===== config.mk =====
export PLATFORM = sky130hd
export DESIGN_NAME = keypad_decimal_entry
export DESIGN_NICKNAME = d
export VERILOG_FILES = /design/src/rtl/keypad_pkg.sv /design/src/rtl/keypad_scanner.sv /design/src/rtl/keypad_decimal_entry.sv
export SDC_FILE = /design/constraint.sdc
export NUM_CORES = 1
export LEC_CHECK = 0
export CAP_MARGIN = 10
export CORE_ASPECT_RATIO = 1.25
export CORE_UTILIZATION = 55
export CTS_CLUSTER_DIAMETER = 100
export DETAILED_ROUTE_END_ITERATION = 10
export DONT_BUFFER_PORTS = 1
export MAX_ROUTING_LAYER = met4
export PLACE_DENSITY = 0.75
export SLEW_MARGIN = 40
export SYNTH_ARGS = -nofsm -noshare
export SYNTH_HDL_FRONTEND = slang
export SYNTH_HIERARCHICAL = 1
export SYNTH_SLANG_ARGS = --single-unit

===== constraint.sdc =====
create_clock -name clk -period 4.22 [get_ports clk]
set_clock_uncertainty 0.05 [all_clocks]
set_input_delay 1.266 -clock clk [delete_from_list [all_inputs] [get_ports clk]]
set_output_delay 1.266 -clock clk [all_outputs]
set_load 0.1 [all_outputs]

===== src/rtl/keypad_pkg.sv =====
// Shared types and key map for the 4x4 keypad decimal entry block.
// The key code is row_index*4 + col_index.
package keypad_pkg;

    typedef enum logic [1:0] {
        IDLE,
        PRESS_DB,
        HELD,
        RELEASE_DB
    } db_state_t;

    typedef enum logic [1:0] {
        KF_NONE,
        KF_DIGIT,
        KF_ENTER,
        KF_CLEAR
    } key_kind_t;

    typedef struct packed {
        key_kind_t  kind;
        logic [3:0] value;
    } key_func_t;

    localparam logic [3:0] KEY_CLEAR = 4'd12;
    localparam logic [3:0] KEY_ENTER = 4'd14;

    // Layout: row0 {1,2,3,A}, row1 {4,5,6,B}, row2 {7,8,9,C}, row3 {*,0,#,D}.
    function automatic key_func_t key_map(input logic [3:0] code);
        key_func_t f;
        f = '{kind: KF_NONE, value: 4'd0};
        unique case (code)
            4'd0:      f = '{kind: KF_DIGIT, value: 4'd1};
            4'd1:      f = '{kind: KF_DIGIT, value: 4'd2};
            4'd2:      f = '{kind: KF_DIGIT, value: 4'd3};
            4'd4:      f = '{kind: KF_DIGIT, value: 4'd4};
            4'd5:      f = '{kind: KF_DIGIT, value: 4'd5};
            4'd6:      f = '{kind: KF_DIGIT, value: 4'd6};
            4'd8:      f = '{kind: KF_DIGIT, value: 4'd7};
            4'd9:      f = '{kind: KF_DIGIT, value: 4'd8};
            4'd10:     f = '{kind: KF_DIGIT, value: 4'd9};
            4'd13:     f = '{kind: KF_DIGIT, value: 4'd0};
            KEY_CLEAR: f = '{kind: KF_CLEAR, value: 4'd0};
            KEY_ENTER: f = '{kind: KF_ENTER, value: 4'd0};
            default:   f = '{kind: KF_NONE,  value: 4'd0};
        endcase
        return f;
    endfunction

endpackage


===== src/rtl/keypad_scanner.sv =====
// Column scanner, row synchronizer and press/release debouncer.
// Emits a single-cycle key_event with key_code when a press is confirmed.
module keypad_scanner
    import keypad_pkg::*;
#(
    parameter int SCAN_DIV       = 50_000,
    parameter int DEBOUNCE_SCANS = 4
) (
    input  logic       clk,
    input  logic       reset,
    input  logic [3:0] row,
    output logic [3:0] col,
    output logic       key_event,
    output logic [3:0] key_code
);

    localparam int CW  = $clog2(SCAN_DIV);
    localparam int DBW = $clog2(DEBOUNCE_SCANS + 1);

    logic [CW-1:0]  tick_cnt;
    logic           tick;
    logic           sample;
    logic [1:0]     col_idx;
    logic [3:0]     row_meta;
    logic [3:0]     row_sync;
    logic [3:0]     row_low;
    logic [1:0]     row_idx;
    logic [2:0]     total_hits;
    logic [1:0]     hits_acc;
    logic [1:0]     hits_now;
    logic [3:0]     code_acc;
    logic [3:0]     code_now;
    logic           scan_done;
    logic           scan_single;
    logic [3:0]     scan_code;
    db_state_t      state;
    db_state_t      next_state;
    logic [DBW-1:0] db_cnt;
    logic [3:0]     cand;
    logic           db_done;
    logic           match;

    assign tick    = (tick_cnt == CW'(SCAN_DIV - 1));
    assign sample  = (tick_cnt == CW'(SCAN_DIV - 2));
    assign col     = ~(4'b0001 << col_idx);
    assign row_low = ~row_sync;

    // NOTE: sequential state uses non-blocking assignments so every flop samples pre-edge values.
    always_ff @(posedge clk or posedge reset) begin
        if (reset) begin
            tick_cnt <= '0;
            col_idx  <= 2'd0;
            row_meta <= 4'hF;
            row_sync <= 4'hF;
        end else begin
            tick_cnt <= tick ? '0 : tick_cnt + 1'b1;
            if (tick) col_idx <= col_idx + 2'd1;
            row_meta <= row;
            row_sync <= row_meta;
        end
    end

    // NOTE: every always_comb output gets a default first so no latch is inferred.
    always_comb begin
        row_idx = 2'd0;
        for (int i = 3; i >= 0; i--) begin
            if (row_low[i]) row_idx = 2'(i);
        end
        total_hits = {1'b0, hits_acc} + 3'(row_low[0]) + 3'(row_low[1])
                   + 3'(row_low[2]) + 3'(row_low[3]);
        hits_now   = (total_hits >= 3'd2) ? 2'd2 : total_hits[1:0];
        code_now   = (row_low != 4'h0) ? {row_idx, col_idx} : code_acc;
    end

    // Hit count saturates at 2: anything above one low position is "no key".
    always_ff @(posedge clk or posedge reset) begin
        if (reset) begin
            hits_acc    <= 2'd0;
            code_acc    <= 4'd0;
            scan_done   <= 1'b0;
            scan_single <= 1'b0;
            scan_code   <= 4'd0;
        end else begin
            scan_done <= 1'b0;
            if (sample) begin
                if (col_idx == 2'd3) begin
                    scan_done   <= 1'b1;
                    scan_single <= (hits_now == 2'd1);
                    scan_code   <= code_now;
                    hits_acc    <= 2'd0;
                end else begin
                    hits_acc <= hits_now;
                    code_acc <= code_now;
                end
            end
        end
    end

    assign match   = scan_single && (scan_code == cand);
    assign db_done = (db_cnt >= DBW'(DEBOUNCE_SCANS - 1));

    always_ff @(posedge clk or posedge reset) begin
        if (reset) begin
            state  <= IDLE;
            db_cnt <= '0;
            cand   <= 4'd0;
        end else begin
            state <= next_state;
            if (scan_done) begin
                // The scan that enters a debounce state counts as its first scan.
                if (state != next_state)
                    db_cnt <= DBW'(1);
                else if (!db_done)
                    db_cnt <= db_cnt + 1'b1;
                if (state == IDLE && scan_single)
                    cand <= scan_code;
            end
        end
    end

    always_comb begin
        next_state = state;
        if (scan_done) begin
            unique case (state)
                IDLE:       if (scan_single) next_state = PRESS_DB;
                PRESS_DB:   if (!match) next_state = IDLE;
                            else if (db_done) next_state = HELD;
                HELD:       if (!scan_single) next_state = RELEASE_DB;
                RELEASE_DB: if (scan_single) next_state = HELD;
                            else if (db_done) next_state = IDLE;
                default:    next_state = IDLE;
            endcase
        end
    end

    always_comb begin
        key_event = (state == PRESS_DB) && (next_state == HELD);
        key_code  = cand;
    end

endmodule


===== src/rtl/keypad_decimal_entry.sv =====
// Keypad-driven decimal entry: accumulates up to three digits into 0..255
// and commits the value on '#', clears on '*'.
module keypad_decimal_entry
    import keypad_pkg::*;
#(
    parameter int SCAN_DIV       = 50_000,
    parameter int DEBOUNCE_SCANS = 4
) (
    input  logic       clk,
    input  logic       reset,
    input  logic [3:0] row,
    output logic [3:0] col,
    output logic [7:0] entry,
    output logic [1:0] digits,
    output logic       overflow,
    output logic [7:0] number,
    output logic       number_valid
);

    logic       key_event;
    logic [3:0] key_code;
    key_func_t  func;
    logic [11:0] mac;

    keypad_scanner #(
        .SCAN_DIV       (SCAN_DIV),
        .DEBOUNCE_SCANS (DEBOUNCE_SCANS)
    ) u_scanner (
        .clk       (clk),
        .reset     (reset),
        .row       (row),
        .col       (col),
        .key_event (key_event),
        .key_code  (key_code)
    );

    // Wide enough that 25*10+9 = 259 is seen as out of range, never wrapped.
    assign func = key_map(key_code);
    assign mac  = 12'(entry) * 12'd10 + 12'(func.value);

    always_ff @(posedge clk or posedge reset) begin
        if (reset) begin
            entry        <= 8'd0;
            digits       <= 2'd0;
            overflow     <= 1'b0;
            number       <= 8'd0;
            number_valid <= 1'b0;
        end else begin
            number_valid <= 1'b0;
            if (key_event) begin
                unique case (func.kind)
                    KF_DIGIT: begin
                        if (digits < 2'd3 && mac <= 12'd255) begin
                            entry  <= mac[7:0];
                            digits <= digits + 2'd1;
                        end else begin
                            overflow <= 1'b1;
                        end
                    end
                    KF_ENTER: begin
                        number       <= entry;
                        number_valid <= 1'b1;
                        entry        <= 8'd0;
                        digits       <= 2'd0;
                        overflow     <= 1'b0;
                    end
                    KF_CLEAR: begin
                        entry    <= 8'd0;
                        digits   <= 2'd0;
                        overflow <= 1'b0;
                    end
                    default: ;
                endcase
            end
        end
    end

endmodule


==> results_dict.tcl <==
set metrics [dict create \
    status "finished, final reports clean" \
    synth-seq-cells 67 \
    async_reset_ff_frac 1.00 \
    design_area_um2 4110 \
    grt_max_degree 48 \
    critPathRequiredTime_ns 2.90 \
    placed_cell_area_um2 3860 \
    ys_types 57 \
    synth_area_leaders "dfrtp_1 40%, ha_1 9.8%, dfstp_2 5.7%" \
    fin_util 0.630 \
    finalMaxSlewViolations 0 \
    maxCapViolations 0 \
    dp.final_hpwl_um 5150 \
    hold_viol 0 \
    worst-setup-path-type "reg -> out" \
    start_util 0.567 \
    pwr_density_cell_nw_per_um2 321 \
    drive_gt1_frac 0.214 \
    post-place-ws_ns 1.21 \
    first_pass_iters 4 \
    endpoint_kind "output port" \
    finalCritPeriodShare 0.733 \
    slowest_stage "clkinv_1" \
    cts_tree "done" \
    cp_max_fo 6 \
    path_clk_slew_ns 0.07 \
    yosysSeqAreaShare 0.456 \
    max_freq_ghz 0.323 \
    synth_top_area_frac 0.399 \
    drtIter0Drc 128 \
    crit_start "u_scanner/col_idx[0]" \
    synth_fp_nets 389 \
    path_buf_inv 1 \
    p_leak_nw 2.05 \
    critPathLaunchType "register" \
    avgSynthCellArea_um2 10.6 \
    r2r_start "u_scanner/key_code[0]" \
    power.total_mw 1.32 \
    ys_warn_count 6 \
    slew_headroom 0.421 \
    min_path_type "reg -> reg" \
    clk_latency_ns 0.34 \
    synth_area_leader_cell "dfrtp_1" \
    hold_buffers 0 \
    area.growth.synth_to_final_pct 11.1 \
    dieHeight_um 93.7 \
    nFillCells 536 \
    timing.final.crit_period_ns 3.09 \
    ant_nets 0 \
    antenna_found_initial 0 \
    mappedNetlistArea_um2 3700 \
    synthTopCellsByCount "59 x dfrtp_1, 35 x nand2_1, 32 x inv_1, 29 x ha_1, 17 x nor2_1" \
    grt_pass1_vias 2520 \
    cts_buffers 9 \
    wire_per_inst_um 14.9 \
    place.gp.congestion 0.848 \
    crit_family "buffers and inverters" \
    die-area_um2 7060 \
    portBuffers 0 \
    routed_wl_um 6780 \
    hold_path.startpoint "u_scanner/row_meta[3]" \
    grt_overflow 0 \
    via_per_inst 5.58 \
    ys.flop_type "dfrtp_1" \
    yosysMostFrequentCell "dfrtp_1" \
    cts_max_path_buffers 2 \
    rsz0062_at_grt "false" \
    chipWidth_um 75.4 \
    critPathArrivalTime_ns 1.78 \
    report.final.setup_viol 0 \
    finalSetupTns_ns 0 \
    layout_setup_ws_ns 1.13 \
    synth_edf_count 0 \
    drc_errors 0 \
    root_buffer "clkbuf_8" \
    r2r_setup_slack_ns 1.13 \
    cts_sinks 67 \
    ir_drop_mv 0.226 \
    io_pins 30 \
    grt_usage 0.223 \
    post_cts_buffers 0 \
    htree_levels 3 \
    coreArea_um2 6520 \
    num_vias 2544 \
    worst_pin_slew_ns 0.863 \
    grt_pass1_wl_um 11300 \
    crit_chain "ha_1 -> clkinv_1" \
    crit_path_max_incr_delay_ns 0.71 \
    nets 404 \
    syn_inst 349 \
    diodes 0 \
    fp-row-count 33 \
    post_cts_resized 0 \
]
-- cell usage in the layout (no fill, tap or decap), types with 2 or more instances in the layout --
cell       netlist  final
clkbuf_8         0      9
nand2_1         35     35
and3_2           2      2
nor4_1           2      2
nor3b_1          2      2
dfstp_2          8      8
nand3b_1         4      4
o21ai_0         11     11
xor2_1          13     13
nor2_1          17     17
dfrtp_1         59     47
nand2_2          2      2
nand2b_1         5      5
bufinv_16        0      3
nand4_1          4      4
a31oi_1          3      3
o22ai_1          4      4
or3_1            2      2
xnor2_1         11     11
a22o_1           8      8
mux2i_1          3      3
buf_4            0      8
inv_1           32     30
inv_2            2      2
and2_1           2      2
and3_1           3      3
ha_1            29     29
nor3_1           4      4
mux2_2          15     15
dfrtp_2          0     12
a21oi_2          4      4
a21oi_1         11     11
a21o_1           3      3
fa_1             5      5
nor4b_1          2      2
nand3_1         15     15
-- worst reg2reg max path: stages (launching register included) --
cell and delay (ns):
dfrtp_1 0.46, inv_1 0.10, ha_1 0.31, mux2i_1 0.11, o21ai_0 0.10, ha_1 0.23, fa_1 0.41, a21oi_1 0.28
nand4_1 0.25, a21oi_2 0.24, o21ai_2 0.14, mux2_4 0.31
-- routing by layer --
metal	share of wire	track usage
met2	0.53	0.393
met1	0.42	0.239
met5	0	-
met4	0.019	0.102
met3	0.037	0.0376
-- cell type report --
cell class	count	area, um^2	share of cell area
clock buffers	10	128	0.0311
repair buffers	8	60.1	0.0146
well taps	87	109	0.0265
inverters	34	130	0.0317
multi-input cells	244	1870	0.455
clock inverters	6	113	0.0274
flip-flops and latches	67	1700	0.414
-- stage by stage --
| step | cells | hold slack, ns |
|---|---|---|
| final | 456 | 0.307 |
| after global routing | 456 | 0.311 |
| after CTS | 456 | 0.309 |
| after detailed placement | 440 | 0.298 |
| after global placement | 440 | 0.295 |
| after floorplan | 349 | 0.295 |
-- registers in the layout, summed over array words and instances (netlist names) --
register,flops
digits,2
u_scanner/row_meta,4
u_scanner/state,2
u_scanner/scan_single,1
number,8
entry,8
u_scanner/db_cnt,3
u_scanner/scan_code,4
u_scanner/key_code,4
u_scanner/scan_done,1
number_valid,1
u_scanner/col_idx,2
u_scanner/tick_cnt,16
overflow,1
u_scanner/hits_acc,2
u_scanner/code_acc,4
u_scanner/row_sync,4
-- report_power, final --
group / leakage (nW) / switching (mW) / internal (mW)
sequential: 0.874 / 0.00265 / 0.649
combinational: 1.05 / 0.0201 / 0.00613
clock: 0.121 / 0.245 / 0.395
total: 2.05 / 0.268 / 1.05
-- final timing paths --
path / endpoint / cells after the start
worst min-delay path: u_scanner/row_sync[3] / 0
min in group asynchronous: u_scanner/db_cnt[0] / 1
worst max register to register: digits[0] / 11
max in group asynchronous: number[3] / 1
worst min register to register: u_scanner/row_sync[3] / 0
worst max-delay path: col[3] / 2
-- kinds of logic after synthesis --
family / synth area share
flip-flops: 0.456
adder cells (fa/ha/maj): 0.125
buffers and inverters: 0.0389
multiplexers: 0.0609
AO/OA/AOI/OAI: 0.104
AND/OR/NAND/NOR: 0.159
XOR/XNOR: 0.0568
No activity file was read; power rests on OpenSTA's default activity.
